[src/rtl/fuzzy_pkg.sv]
// fuzzy_pkg: shared FSM states, sensor constants and operand clamp
package fuzzy_pkg;
  localparam int SENSOR_MAX = 100;
  localparam int RISK_W = 8;
  typedef enum logic [1:0] {IDLE, WAIT, CAPTURE} state_e;
  function automatic logic [RISK_W-1:0] clamp(input logic [RISK_W-1:0] v);
    return (v > RISK_W'(SENSOR_MAX)) ? RISK_W'(SENSOR_MAX) : v;
  endfunction
endpackage

[src/rtl/fuzzy_rr_arbiter.sv]
// fuzzy_rr_arbiter: first pending site at or after the pointer, wrapping
module fuzzy_rr_arbiter #(
  parameter int N = 4,
  localparam int IW = $clog2(N)
) (
  input  logic [N-1:0]  pend,
  input  logic [IW-1:0] ptr,
  output logic [IW-1:0] grant,
  output logic          any
);
  logic [IW-1:0] idx;
  always_comb begin
    grant = '0;
    idx = '0;
    for (int k = N - 1; k >= 0; k--) begin
      idx = IW'((int'(ptr) + k) % N);
      if (pend[idx]) grant = idx;
    end
  end
  assign any = |pend;
endmodule

[src/rtl/fuzzy_risk_scheduler.sv]
// fuzzy_risk_scheduler: round-robin time-share of one fuzzy risk engine across sensor sites
// RISK_AVG_EN: report the rounded mean of each site's previous and current risk
module fuzzy_risk_scheduler
  import fuzzy_pkg::*;
#(
  parameter int NUM_SITES = 4,
  parameter int ENGINE_LAT = 5,
  parameter int SAMPLE_DIV = 1000,
  parameter int ALARM_ON = 200,
  parameter int ALARM_OFF = 150,
  localparam int SW = $clog2(NUM_SITES)
) (
  input  logic                   clk,
  input  logic                   rst_n,
  input  logic                   en,
  input  logic [8*NUM_SITES-1:0] site_rain,
  input  logic [8*NUM_SITES-1:0] site_soil,
  input  logic [NUM_SITES-1:0]   site_req,
  output logic [RISK_W-1:0]      eng_rain,
  output logic [RISK_W-1:0]      eng_soil,
  input  logic [RISK_W-1:0]      eng_risk,
  output logic                   risk_valid,
  output logic [SW-1:0]          risk_site,
  output logic [RISK_W-1:0]      risk_value,
  output logic [NUM_SITES-1:0]   alarm,
  output logic                   busy
);
  localparam int TW = $clog2(SAMPLE_DIV);
  localparam int LW = $clog2(ENGINE_LAT + 1);
  state_e state_q, state_d;
  logic [TW-1:0] tick_q, tick_d;
  logic [NUM_SITES-1:0] pend_q, pend_d, alarm_q, alarm_d, set_v;
  logic [SW-1:0] ptr_q, ptr_d, site_q, site_d, rsite_q, rsite_d, grant;
  logic [LW-1:0] wcnt_q, wcnt_d;
  logic [RISK_W-1:0] rain_q, rain_d, soil_q, soil_d, rval_q, rval_d, cap_val;
  logic [RISK_W-1:0] rain_a [NUM_SITES];
  logic [RISK_W-1:0] soil_a [NUM_SITES];
  logic rv_q, rv_d, any, tick_wrap;
`ifdef RISK_AVG_EN
  logic [RISK_W-1:0] hist_q [NUM_SITES];
  logic [RISK_W-1:0] hist_d [NUM_SITES];
  logic [NUM_SITES-1:0] seen_q, seen_d;
  logic [RISK_W:0] sum;
`endif
  fuzzy_rr_arbiter #(.N(NUM_SITES)) u_arb (
    .pend  (pend_q),
    .ptr   (ptr_q),
    .grant (grant),
    .any   (any)
  );
  always_comb begin
    for (int i = 0; i < NUM_SITES; i++) begin
      rain_a[i] = site_rain[8*i +: 8];
      soil_a[i] = site_soil[8*i +: 8];
    end
    tick_wrap = en && (tick_q == TW'(SAMPLE_DIV - 1));
    tick_d = !en ? tick_q : tick_wrap ? '0 : tick_q + 1'b1;
    set_v = site_req | {NUM_SITES{tick_wrap}};
    pend_d = pend_q | set_v;
    state_d = state_q;
    ptr_d = ptr_q;
    site_d = site_q;
    wcnt_d = wcnt_q;
    rain_d = rain_q;
    soil_d = soil_q;
    rv_d = 1'b0;
    rsite_d = rsite_q;
    rval_d = rval_q;
    alarm_d = alarm_q;
`ifdef RISK_AVG_EN
    sum = {1'b0, hist_q[site_q]} + {1'b0, eng_risk} + 9'd1;
    cap_val = seen_q[site_q] ? sum[RISK_W:1] : eng_risk;
    hist_d = hist_q;
    seen_d = seen_q;
`else
    cap_val = eng_risk;
`endif
    case (state_q)
      IDLE: if (en && any) begin
        state_d = WAIT;
        site_d = grant;
        wcnt_d = LW'(ENGINE_LAT - 1);
        rain_d = clamp(rain_a[grant]);
        soil_d = clamp(soil_a[grant]);
      end
      WAIT: begin
        state_d = (wcnt_q == '0) ? CAPTURE : WAIT;
        wcnt_d = (wcnt_q == '0) ? wcnt_q : wcnt_q - 1'b1;
      end
      CAPTURE: begin
        state_d = IDLE;
        rv_d = 1'b1;
        rval_d = cap_val;
        rsite_d = site_q;
        // a same-cycle request or tick for the captured site keeps it pending
        pend_d = (pend_q & ~(NUM_SITES'(1) << site_q)) | set_v;
        ptr_d = (site_q == SW'(NUM_SITES - 1)) ? '0 : site_q + 1'b1;
        alarm_d[site_q] = (cap_val >= RISK_W'(ALARM_ON)) ? 1'b1 :
                          (cap_val < RISK_W'(ALARM_OFF)) ? 1'b0 : alarm_q[site_q];
`ifdef RISK_AVG_EN
        hist_d[site_q] = cap_val;
        seen_d[site_q] = 1'b1;
`endif
      end
      default: state_d = IDLE;
    endcase
  end
  always_ff @(posedge clk or negedge rst_n) begin
    if (!rst_n) begin
      state_q <= IDLE;
      tick_q <= '0;
      pend_q <= '0;
      ptr_q <= '0;
      site_q <= '0;
      wcnt_q <= '0;
      rain_q <= '0;
      soil_q <= '0;
      rv_q <= 1'b0;
      rsite_q <= '0;
      rval_q <= '0;
      alarm_q <= '0;
`ifdef RISK_AVG_EN
      for (int i = 0; i < NUM_SITES; i++) hist_q[i] <= '0;
      seen_q <= '0;
`endif
    end else begin
      state_q <= state_d;
      tick_q <= tick_d;
      pend_q <= pend_d;
      ptr_q <= ptr_d;
      site_q <= site_d;
      wcnt_q <= wcnt_d;
      rain_q <= rain_d;
      soil_q <= soil_d;
      rv_q <= rv_d;
      rsite_q <= rsite_d;
      rval_q <= rval_d;
      alarm_q <= alarm_d;
`ifdef RISK_AVG_EN
      hist_q <= hist_d;
      seen_q <= seen_d;
`endif
    end
  end
  assign eng_rain = rain_q;
  assign eng_soil = soil_q;
  assign risk_valid = rv_q;
  assign risk_site = rsite_q;
  assign risk_value = rval_q;
  assign alarm = alarm_q;
  assign busy = (state_q != IDLE);
endmodule

[config.mk]
export PLATFORM = sky130hd
export DESIGN_NAME = fuzzy_risk_scheduler
export DESIGN_NICKNAME = d
export VERILOG_FILES = /design/src/rtl/fuzzy_pkg.sv /design/src/rtl/fuzzy_rr_arbiter.sv /design/src/rtl/fuzzy_risk_scheduler.sv
export SDC_FILE = /design/constraint.sdc
export NUM_CORES = 1
export LEC_CHECK = 0
export CORE_ASPECT_RATIO = 0.5
export CORE_MARGIN = 3
export CORE_UTILIZATION = 42
export CTS_BUF_LIST = sky130_fd_sc_hd__clkbuf_2
export DETAILED_ROUTE_END_ITERATION = 16
export GPL_ROUTABILITY_DRIVEN = 0
export PLACE_DENSITY = 0.79
export SYNTH_ARGS = -nofsm -noshare
export SYNTH_HDL_FRONTEND = slang
export SYNTH_SLANG_ARGS = --single-unit
export TNS_END_PERCENT = 50
[constraint.sdc]
create_clock -name clk -period 1.9 [get_ports clk]
set_input_delay 0.38 -clock clk [delete_from_list [all_inputs] [get_ports clk]]
set_output_delay 0.38 -clock clk [all_outputs]
set_load 0.01 [all_outputs]
Yosys cells after proc, flatten, opt, wreduce, memory -nomap -nowiden
Index checks and enable logic that the tools add are counted.
{ "word_totals": {"in_bits": 79, "out_inout_bits": 32, "word_cells": 89, "ff_bits": 54} }
{ "op_classes": {"muxes": 37, "reduce_logical": 10, "shifts": 1, "n_eq_ne": 6, "n_addsub": 6, "order_cmp": 11, "bitwise_logic": 6} }
{ "ops": {"columns": ["op", "n"], "rows": [
  ["2-to-1 mux 8 bit", 6],
  ["binary-select mux 8 bit (select 2 bit)", 2],
  ["> comparator 8 x 7 -> 1 bit, second input constant", 2],
  ["< comparator 2 x 3 -> 1 bit, second input constant", 5],
  ["2-to-1 mux 2 bit", 7],
  ["bitwise OR 4 bit", 3],
  ["adder 10 x 1 -> 10 bit, second input constant", 1],
  ["binary-select mux 1 bit (select 2 bit)", 5],
  ["== test 10 bit, second input constant", 1],
  ["2-to-1 mux 10 bit", 1],
  ["2-to-1 mux 1 bit", 9],
  ["greater-or-equal comparator 8 bit, second input constant", 1],
  ["< comparator 8 bit, second input constant", 1],
  ["2-to-1 mux 3 bit", 2],
  ["one-hot mux 3 bit (2 select lines)", 1],
  ["adder 2 x 1 -> 2 bit, second input constant", 2],
  ["adder 2 bit, second input constant", 2],
  ["bitwise AND 4 bit", 1],
  ["bitwise mux 4 bit", 1],
  ["== test 2 bit, second input constant", 2],
  ["2-to-1 mux 4 bit", 1],
  ["inequality test 2 bit, second input constant", 2],
  ["inverter 4 bit", 1],
  ["one-hot mux 2 bit (2 select lines)", 1],
  ["other kinds (14)", 17]
]} }

Longest topological paths before layout
{ "depth": {"depth_word": 13, "ltp_mapped": 9, "mapped_depth_nobuf": 7} }

Cells and area by module
Synthesis repeated with hierarchy kept, for this count alone.
{ "unflattened": {"cells_unflattened": 274, "hier_area_um2": 2800.2} }
{ "modules_own_cells": {"columns": ["mod", "cells_per_inst", "area_per_inst_um2", "seq_area_each_um2", "n_inst"], "rows": [
  ["fuzzy_risk_scheduler", 261, 2722.6, 1351.3, 1],
  ["fuzzy_rr_arbiter", 13, 77.6, 0.0, 1]
]} }

Least setup slack after synthesis
No wires, ideal clock.
{ "synth_path": {"kind": "reg-to-reg", "startpoint": "reg pend_q[0]", "endpoint": "reg rain_q[0], in the netlist eng_rain[0]", "path_buffers": 1, "arrival_ns": 1.841, "synth_period_minus_slack_ns": 1.933, "t_required_ns": 1.808, "setup_ns": 0.092, "path_stages_with_launch": 9, "slack_ns": -0.033, "cell_sequence": "dfrtp_1 and4b_4 a21o_1 buf_6 o21ai_0 nand3_1 a222oi_1 o21ai_1 o31ai_2"} }
{ "synth_via": {"elab_chain_cells": 12, "elab_cells_between_ends": 21, "cone_classes": "order compare (1); mux (16); bitwise (1); reduce/logical (3)"} }
{ "synth_rtl": {"columns": ["item", "line_no", "source"], "rows": [
  ["start, declared", "fuzzy_risk_scheduler.sv:32", "logic [NUM_SITES-1:0] pend_q, pend_d, alarm_q, alarm_d, set_v;"],
  ["start signal, assigned", "fuzzy_risk_scheduler.sv:129", "pend_q <= pend_d;"],
  ["binary-select mux 1 bit (select 2 bit)", "fuzzy_rr_arbiter.sv:17", "if (pend[idx]) grant = idx;"],
  ["2-to-1 mux 1 bit (not written as such)", "fuzzy_rr_arbiter.sv:17", null],
  ["2-to-1 mux 2 bit (4 in a row)", "fuzzy_rr_arbiter.sv:17", null],
  ["inverter 2 -> 3 bit (not written as such)", "fuzzy_risk_scheduler.sv:83", "rain_d = clamp(rain_a[grant]);"],
  ["binary-select mux 8 bit (select 2 bit)", "fuzzy_risk_scheduler.sv:83", null],
  ["2-to-1 mux 8 bit (not written as such) (2 in a row)", "fuzzy_risk_scheduler.sv:83", null],
  ["> comparator 8 x 7 -> 1 bit", "fuzzy_pkg.sv:7", "return (v > RISK_W'(SENSOR_MAX)) ? RISK_W'(SENSOR_MAX) : v;"],
  ["2-to-1 mux 8 bit", "fuzzy_pkg.sv:7", null],
  ["end signal, assigned", "fuzzy_risk_scheduler.sv:133", "rain_q <= rain_d;"],
  ["end, declared", "fuzzy_risk_scheduler.sv:35", "logic [RISK_W-1:0] rain_q, rain_d, soil_q, soil_d, rval_q, rval_d, cap_val;"]
]} }
Several ways; a longest one is shown, not always the timed one. The select of a mux whose other input is x is not followed.
A chain may end at the register's enable or synchronous reset.

Worst setup path after layout
{ "layout_path": {"startpoint": "reg ptr_q[0]", "endpoint": "reg soil_q[0], in the netlist eng_soil[0]"} }
{ "layout_via": {"elab_chain_cells": 13, "elab_cells_between_ends": 21, "cone_classes": "add/sub (3); order compare (1); mux (16); bitwise (1)"} }
{ "layout_rtl": {"columns": ["item", "line_no", "source"], "rows": [
  ["start, declared", "fuzzy_risk_scheduler.sv:33", "logic [SW-1:0] ptr_q, ptr_d, site_q, site_d, rsite_q, rsite_d, grant;"],
  ["start signal, assigned", "fuzzy_risk_scheduler.sv:130", "ptr_q <= ptr_d;"],
  ["adder 2 bit", "fuzzy_rr_arbiter.sv:16", "idx = IW'((int'(ptr) + k) % N);"],
  ["binary-select mux 1 bit (select 2 bit)", "fuzzy_rr_arbiter.sv:17", null],
  ["2-to-1 mux 1 bit (not written as such)", "fuzzy_rr_arbiter.sv:17", null],
  ["2-to-1 mux 2 bit (3 in a row)", "fuzzy_rr_arbiter.sv:17", null],
  ["2-to-1 mux 2 bit (*)", "fuzzy_rr_arbiter.sv:17", null],
  ["inverter 2 -> 3 bit (not written as such) (*)", "fuzzy_risk_scheduler.sv:84", "soil_d = clamp(soil_a[grant]);"],
  ["binary-select mux 8 bit (select 2 bit) (*)", "fuzzy_risk_scheduler.sv:84", null],
  ["2-to-1 mux 8 bit (not written as such) (*) (2 in a row)", "fuzzy_risk_scheduler.sv:84", null],
  ["> comparator 8 x 7 -> 1 bit", "fuzzy_pkg.sv:7", null],
  ["2-to-1 mux 8 bit (*)", "fuzzy_pkg.sv:7", null],
  ["end signal, assigned", "fuzzy_risk_scheduler.sv:134", "soil_q <= soil_d;"],
  ["end, declared", "fuzzy_risk_scheduler.sv:35", null]
]} }
Mark *: on every way between the ends. The rest lies on a longest branch, timed or not. The select of a mux whose other input is x is not followed.

==> flow_summary.yaml <==
synth:
  synth_cells: 340
  synth_top_area_share: 0.444
  synth-edff-count: 0
  synth-main-ff-cell: "dfrtp_1"
  syn_area_per_cell_um2: 8.95
  yosysTopAreaCell: "dfrtp_1"
  synth_area_um2: 3040
  yosysSeqAreaShare: 0.444
  synth-seq-cells: 54
  synth_nets: 426
  ys_types: 47
  yosysWarnings: 0
  async_flop_share: 1.00
  yosys-top-cells-area: "dfrtp_1 44%, nand3_1 9.0%, nand2_1 7.8%"
timing:
  rsz0062_at_grt: "true"
  finalMaxSlewViolations: 0
  worst_clock_skew_ps: 21.7
  setup_viol: 12
  hold_viol: 0
  finalWorstPathRequiredPeriod_ps: 2110
  post-route-period-util: 1.11
  finalSetupTns_ps: -1480
  fmax_mhz: 474
  slew_headroom: 0.733
  worst_pin_slew_ps: 400
  setup_ws_ps: -209
routing:
  vias_per_cell: 5.61
  wirelength_um: 9680
  num_vias: 3259
  dr.pass1.iters: 7
  wl_per_cell_um: 16.7
  ant_nets: 0
  drtIter0Drc: 382
  drc: 0
global_routing:
  grt_use_total: 0.229
  grt_pass1_vias: 3192
  met1_usage: 0.290
  antenna_found_initial: 0
  grt_max_degree: 55
  grt.busiest_layer: "met2"
  use_met2: 0.393
  grt_pass1_wl_um: 15400
  use_met3: 0.0532
  grt.overflow.total: 0
cts:
  clockBufferDepth: 2
  insertion_delay_ps: 460
  numClockSinks: 54
  cts_tree: "done"
  numCtsBuffers: 5
  htree_levels: 2
  clk_pin_slew_worst_paths_ps: 290
  root_buffer: "clkbuf_2"
setup_path:
  end_kind: "flip-flop"
  rr_worst_depth: 10
  start_kind: "flip-flop"
  worstSetupPathDepth: 10
  cpPeakStageDelay_ps: 520
  cp_cell_sequence: "buf_4 -> nand2_1 -> nand3_1 -> buf_4 -> nand3_1 -> buf_6 -> nand3_1 -> a222oi_1 -> o21ai_1 -> o31ai_1"
  crit_top_cell: "nand3_1"
  worst_ep_arrival_time_ps: 2490
  worst_path_max_delay_cell: "dfrtp_2"
  criticalPathCategory: "reg -> reg"
  cp_num_buf_inv: 3
  cp_max_fo: 9
  required_ps: 2280
  cp_top_family: "compound AO/OA/AOI/OAI gates"
hold_path:
  min_path_type: "in -> async"
die:
  row_count: 21
  dieArea_um2: 8360
  die_width_um: 126
  die_y_um: 66.2
  core_area_um2: 6860
  start_util: 0.444
  ioPinCount: 111
placement:
  place_area_um2: 4540
  dp_hpwl_um: 6500
  port_buffers: 110
finish:
  drive_gt1_frac: 0.219
  area_growth_pct: 62.3
  post-route-cell-area_um2: 4940
  nets: 574
  num_antenna_cells: 0
pwr:
  vdd_drop_max_mv: 0.724
  p_sw_frac: 0.430
  pwr-share-seq: 0.262
  power_per_cell_area_nw_per_um2: 1450
  pwr-share-clk: 0.068
  p_leak_nw: 2.17
  power.switching_w: 0.00308
  comb_power_share: 0.670
  internal-power_w: 0.00409
job:
  cap_viol_max_count: 0
run_status:
  violations: "setup timing"
  status: "finished with violations"
cells in the mapped netlist (2+ instances only):
library cell and count:
ha_1 7, and2_1 2, mux2i_1 4, nor3_1 3, inv_1 7, buf_2 2
nand4_1 2, nand3b_1 2, dfrtp_1 54, xor2_1 2, o2111ai_1 2, nand2_1 63
o21ai_0 38, a31oi_1 4, nand3_1 55, mux2_2 13, a21o_1 3, nor2b_1 2
o21a_1 2, o31ai_1 4, clkbuf_1 10, a22oi_1 2, nor2_1 16, a222oi_1 2
a21oi_1 2, o2111ai_2 2, nand2b_1 4, a211o_1 5, buf_1 2, buf_6 2
xnor2_1 4, o21ai_1 3
area by class of cell:
cell class,count,area [µm²]
timing repair buffer,156,1600
sequential,54,1360
clock inverter,3,20.0
tap,92,115
fill,484,1920
inverter,7,26.3
multi-input combinational,264,1790
clock buffer,5,25.0
worst reg2reg max path, stage by stage (launching register included):
cell	delay, ps
dfrtp_2	520
buf_4	150
nand2_1	60
nand3_1	110
buf_4	160
nand3_1	90
buf_6	160
nand3_1	120
a222oi_1	340
o21ai_1	140
o31ai_1	190
routing by layer:
| metal | wire (µm) | vias to the layer above |
|---|---|---|
| met4 | 281 | 0 |
| met1 | 4090 | 1543 |
| li1 | - | 1524 |
| met5 | 0 | - |
| met2 | 4710 | 155 |
| met3 | 602 | 37 |
final timing paths:
check / start / endpoint / slack [ps]
setup reg to reg: ptr_q[0]$_DFFE_PN0P_ / eng_soil[0]$_DFFE_PN0P_ / -210
hold / removal: rst_n / tick_q[7]$_DFFE_PN0P_ / 380
setup / recovery: ptr_q[0]$_DFFE_PN0P_ / eng_soil[0]$_DFFE_PN0P_ / -210
hold reg to reg: risk_value[5]$_DFFE_PN0P_ / risk_value[5]$_DFFE_PN0P_ / 520
min in group clk: eng_risk[0] / risk_value[0]$_DFFE_PN0P_ / 410
max in group asynchronous: rst_n / eng_rain[4]$_DFFE_PN0P_ / 1260
what timing repair did:
action,in CTS,in global routing
gates cloned,2,1
pin swaps,17,8
buffers inserted,3,1
resized for setup,41,28
setup endpoints to repair,13,24
hold buffers,1,0
hold endpoints to repair,54,0
per-stage QoR:
stage / setup slack, ps / util / total power, W / cells / hold WS [ps]
6_report: -209 / 0.720 / 0.00717 / 581 / 381
4_1_cts: -218 / 0.705 / 0.00688 / 579 / 373
2_1_floorplan: 8.31 / - / 0.00396 / 340 / 84.4
3_3_place_gp: -209 / 0.663 / 0.00571 / 565 / 396
5_1_grt: -391 / 0.720 / 0.00769 / 581 / 325
3_5_place_dp: -288 / 0.663 / 0.00583 / 565 / 400
cell families after synthesis:
group	Yosys count	synth area share
XOR/XNOR	6	0.0173
buffers and inverters	24	0.0366
adder cells (fa/ha/maj)	7	0.0288
AND/OR/NAND/NOR	155	0.235
flip-flops	54	0.444
AO/OA/AOI/OAI	76	0.169
multiplexers	18	0.0687
registers in the layout, indices dropped and copies added (netlist names):
| register | count |
|---|---|
| alarm | 4 |
| eng_rain | 8 |
| risk_value | 8 |
| risk_site | 2 |
| site_q | 2 |
| tick_q | 10 |
| eng_soil | 8 |
| wcnt_q | 3 |
| risk_valid | 1 |
| ptr_q | 2 |
| state_q | 2 |
| pend_q | 4 |
power groups by stage:
stage	combinational (W)	sequential [W]	clock (W)
global placement	0.00386	0.00185	0
detailed placement	0.00395	0.00188	0
global route	0.00520	0.00194	0.000552
finish	0.00481	0.00188	0.000485
floorplan	0.00200	0.00196	0
CTS	0.00451	0.00187	0.000497
layout by cell type (no fill, tap or decap), drive strengths merged, types with 4 or more instances in the layout:
cell | synthesis | layout
xnor2 | 4 | 4
nand3 | 55 | 55
clkdlybuf4s50 | 0 | 102
a31oi | 4 | 4
mux2 | 13 | 13
inv | 7 | 8
a211o | 5 | 5
buf | 7 | 45
dlymetal6s2s | 0 | 6
nor2 | 16 | 16
o31ai | 5 | 5
o21ai | 41 | 41
mux2i | 4 | 4
nand2 | 64 | 64
nand2b | 4 | 4
o2111ai | 4 | 4
a21o | 3 | 5
dfrtp | 54 | 54
ha | 7 | 7
clkbuf | 10 | 5
(Power assumes the default switching activity.)
